### src/rtl/ysyx_23060075_gpr_sb.sv
// GPR file with NR_RD combinational read ports, one write-back port and a per-register busy scoreboard.
// Latency: reads 0 cycles; writes and scoreboard updates on the next rising edge. Option: YSYX_23060075_GPR_BYPASS_EN.
// Backpressure: alloc_ready drops while the destination is busy and not being written back (WAW stall).
module ysyx_23060075_gpr_sb #(
    parameter int DATA_WIDTH = 32,
    parameter int ADDR_WIDTH = 5,
    parameter int NR_RD      = 2
) (
    input  logic                        clk,
    input  logic                        rst,
    input  logic [NR_RD*ADDR_WIDTH-1:0] rd_addr,
    output logic [NR_RD*DATA_WIDTH-1:0] rd_data,
    output logic [NR_RD-1:0]            rd_busy,
    input  logic                        alloc_valid,
    input  logic [ADDR_WIDTH-1:0]       alloc_addr,
    output logic                        alloc_ready,
    input  logic                        wb_en,
    input  logic [ADDR_WIDTH-1:0]       wb_addr,
    input  logic [DATA_WIDTH-1:0]       wb_data,
    output logic                        busy_any
);
    localparam int DEPTH = 1 << ADDR_WIDTH;

    logic [DATA_WIDTH-1:0] mem [DEPTH];
    logic [DEPTH-1:0]      busy;
    logic                  wb_fire;
    logic                  alloc_fire;

    // Gating with rst keeps outputs at their reset values while inputs are ignored.
    assign wb_fire     = rst && wb_en && (wb_addr != '0);
    assign alloc_ready = !rst || (alloc_addr == '0) || !busy[alloc_addr] ||
                         (wb_fire && (wb_addr == alloc_addr));
    assign alloc_fire  = rst && alloc_valid && alloc_ready && (alloc_addr != '0);
    assign busy_any    = |busy;

    always_ff @(posedge clk or negedge rst) begin
        if (!rst) begin
            for (int k = 0; k < DEPTH; k++) begin
                mem[k] <= '0;
            end
            busy <= '0;
        end else begin
            if (wb_fire) begin
                mem[wb_addr]  <= wb_data;
                busy[wb_addr] <= 1'b0;
            end
            // A new producer supersedes the one writing back in the same cycle.
            if (alloc_fire) begin
                busy[alloc_addr] <= 1'b1;
            end
        end
    end

    for (genvar i = 0; i < NR_RD; i++) begin : g_rd
        logic [ADDR_WIDTH-1:0] a;
        logic [DATA_WIDTH-1:0] d;
        logic                  b;

        assign a = rd_addr[i*ADDR_WIDTH +: ADDR_WIDTH];

        always_comb begin
            d = mem[a];
            b = busy[a];
`ifdef YSYX_23060075_GPR_BYPASS_EN
            if (wb_fire && (wb_addr == a)) begin
                d = wb_data;
                b = 1'b0;
            end
`endif
            if (a == '0) begin
                d = '0;
                b = 1'b0;
            end
        end

        assign rd_data[i*DATA_WIDTH +: DATA_WIDTH] = d;
        assign rd_busy[i]                          = b;
    end
endmodule

### config.mk
export PLATFORM = sky130hd
export DESIGN_NAME = ysyx_23060075_gpr_sb
export DESIGN_NICKNAME = d
export VERILOG_FILES = /design/src/rtl/ysyx_23060075_gpr_sb.sv
export SDC_FILE = /design/constraint.sdc
export NUM_CORES = 2
export LEC_CHECK = 0
export BUFFER_PORTS_ARGS = -buffer_cell sky130_fd_sc_hd__buf_2
export CORE_UTILIZATION = 57
export DETAILED_ROUTE_END_ITERATION = 8
export PLACE_DENSITY = 0.76
export RECOVER_POWER = 100
export SYNTH_ARGS = -nofsm -noshare
export SYNTH_HDL_FRONTEND = slang
export SYNTH_SLANG_ARGS = --single-unit
### constraint.sdc
create_clock -name clk -period 2.1 [get_ports clk]
set_clock_uncertainty 0.15 [all_clocks]
set_input_delay 0.105 -clock clk [delete_from_list [all_inputs] [get_ports clk]]
set_output_delay 0.105 -clock clk [all_outputs]
set_load 0.01 [all_outputs]
==> impl_results.md <==
* DR pass1 iterations at 5
* FF+latch count, synth at between 1,000 and 1,500
* Core Box Area at approximately 0.099 mm^2
* Fmax at 360.7 MHz
* Pwr/cell area at between 800 and 900 mW/mm^2
* Routability cong. at ~0.92
* DR top layer: met5
* Mapped Area at about 0.057 mm^2
* Pleak at a little under 0.03 uW
* Post-Route M1 WL at about 66,000 um
* Sequential area share after synthesis at 46.52%
* Setup WS pre-CTS at -0.4271 ns
* Cell Count Post-Placement at between 4,000 and 5,000
* Final setup margin at -0.6721 ns
* Drt wl/cell at around 34 um
* Final hold vios at 0
* Maximum vdd drop at around 0.76 mV
* Remaining Overflow, GRT at 0
* Worst-path clk slew at roughly 0.060 ns
* Cells after Synth at ~3,500
* DIE HEIGHT at 317.7 um
* Total track usage at approximately 36%
* Ratio of cells with drive above 1 in the final layout at around 65%
* Worst EP arrival at roughly 2.5 ns
* Root Driver: clkbuf_16
* Slew Limit Fails at 79
* WL final at about 180,000 um
* Avg Cell Area, Syn at around 16 um^2
* WS Path Type: in -> out
* Status: complete, but fails checks
* Slew @ Worst Pin at 1.513 ns
* Filler cell count at 6,499
* Port Buf Inserts at between 100 and 150
* Io pins at between 100 and 150
* RSZ-0062 raised after global routing: yes
* Largest net degree at the start of global routing at 180
* Top FF cell, synth: dfrtp_1
* Post-synth EDFFs at 0
* CTS buffer count at roughly 110
* H-Tree Depth at 3
* Wire length on met2 at 81,490 um
* Period utilization at 132.0%
* Final core occ at slightly below 70%
* Row count at 115
* Maximum capacitance violations at 0
* Met3 wire len at 19,110 um
* First-pass GRT wire length at 265,900 um
* Setup crit end kind: primary output
* Initial Utilization at 57.63%
* Starting DRT DRC Count at roughly 4,100
* Skew-Pair Late Insertion Delay at roughly 0.71 ns
* Initial antenna violation count at 9
* Remaining DRCs at 0
* Area of the multi-input gates at between 0.02 and 0.03 mm^2
* Post-route minimum period at 2.772 ns
* Antenna-violating nets left at 0
* Max-slew headroom at -0.8699%
* Vias/cell at between 7 and 8
* Setup_tns at -95.94 ns
* CTS tree: yes
* Yosys warns at 0
* Setup violators final at between 400 and 500
* Asr flop ratio synth at 100.0%
* Via count at around 37,000
* CP Launch Type: input pin
* Clk buf depth at 3
* Die ar. at 0.1009 mm^2
* Crit-path max FO at 9
* Synthesized Nets at 3,597
* Final Non-Filler Cells at slightly above 5,000
* Required @ worst endpoint at 1.85 ns
* Synth unique cells at 48
* Failing checks: slew limit, setup timing
* Hpwl dp at between 100,000 and 150,000 um
* Seq. cell area at 0.02643 mm^2
* Nets at 3,826
* Area Overhead vs Synth at 17.25%
* HP Class: in -> reg
* Vias in the first global route at 39,310
* Sink Count at around 1,100
* Die width at about 320 um
## cells in the mapped netlist, types with 8 or more instances
| master | number | area share (%) |
|---|---|---|
| buf_2 | 118 | 1.0 |
| a31oi_1 | 14 | 0.15 |
| nor2b_1 | 20 | 0.22 |
| nand3_1 | 13 | 0.11 |
| buf_6 | 27 | 0.54 |
| nor4_1 | 8 | 0.088 |
| mux2_1 | 27 | 0.54 |
| buf_4 | 22 | 0.29 |
| mux4_2 | 662 | 26 |
| o21ai_0 | 14 | 0.12 |
| nand2_1 | 79 | 0.52 |
| o21ai_1 | 72 | 0.63 |
| buf_1 | 27 | 0.18 |
| dfrtp_1 | 1056 | 47 |
| clkbuf_1 | 213 | 1.4 |
| mux2_2 | 965 | 19 |
| nor2_1 | 22 | 0.15 |
| nor3_2 | 20 | 0.35 |
| inv_1 | 76 | 0.50 |
| mux2i_1 | 12 | 0.21 |
## per-stage QoR
step           area, um^2  hold slack (ns)  total power, uW
2_1_floorplan       56800          -0.3406            32010
3_3_place_gp        61490           0.2228            35210
3_5_place_dp        61490           0.2251            35940
4_1_cts             66840         0.003704            56940
5_1_grt             66600          0.07155            59040
6_report            66600          0.02884            57040
## cells in the final DEF, fill, tap and decap left out, drive strengths merged, types with 3 or more instances in the layout
cell type and count:
mux2 992, clkinvlp 6, a31oi 14, nor3b 4, nand2 79, o31ai 7, o221ai 6, mux4 662
nor3 23, inv 78, dlygate4sd3 49, nand3 13, nand2b 4, clkinv 32, nor2b 20, xnor2 4
a22oi 5, diode 5, or3b 3, o21ai 89, a32oi 4, clkbuf 204, o22ai 4, buf 428
nor4 11, nand3b 4, dfrtp 1056, nor2 22, bufinv 7, mux2i 12
## critical path, cell delays in order
cell	delay, ns
buf_2	0.14
buf_4	0.16
dlygate4sd3_1	0.86
nand3b_1	0.29
o22ai_2	0.43
nor2_1	0.08
nor2_1	0.20
o21bai_4	0.11
buf_6	0.13
## path summary, 6_finish.rpt
path | to | slack, ns | depth (start not counted) | start
min | busy[14]$_DFF_PN0_ | 0.03 | 7 | alloc_addr[4]
min reg2reg | mem[1012]$_DFFE_PN0P_ | 0.24 | 0 | mem[1012]$_DFFE_PN0P_
max | alloc_ready | -0.67 | 9 | alloc_addr[3]
min in group asynchronous | mem[199]$_DFFE_PN0P_ | 0.47 | 4 | rst
max reg2reg | busy[13]$_DFF_PN0_ | -0.40 | 9 | busy[23]$_DFF_PN0_
max in group asynchronous | mem[972]$_DFFE_PN0P_ | -0.34 | 5 | rst
## registers in the layout (all words and copies together), names as in the netlist
register  cells
mem        1024
busy         32
## cell families after synthesis
family	synth area share, %
buf+inv	3.954
mux	46.12
xor+xnor	0.06167
compound gates	1.476
flops	46.52
simple gates	1.863
## routing by layer
layer | vias to the layer above | global-route usage (%)
li1 | 14210 | -
met1 | 19710 | 49.35
met2 | 2198 | 54.56
met3 | 560 | 9.126
met4 | 6 | 15.88
met5 | - | 0
## cell type report
type,count,share of cell area (%)
diodes,5,0.01879
clock buffers,159,4.959
clock inverters,47,0.7402
inverters,76,0.4283
multi-input cells,2002,43.62
flip-flops and latches,1056,39.68
well taps,1287,2.418
repair buffers,522,8.127
## report_power, final
| part | internal, uW | switching (uW) |
|---|---|---|
| Clock | 11800 | 8530 |
| Combinational | 6700 | 4760 |
| Sequential | 23100 | 2190 |
| Total | 41600 | 15500 |
## repair_timing
item,CTS,global route
hold endpoints to repair,2006,0
endpoints found under the setup margin,97,97
pin swaps,13,9
gates resized for setup,252,67
hold buffers,49,0
buffers inserted,23,10
No activity file was read; power rests on OpenSTA's default activity.
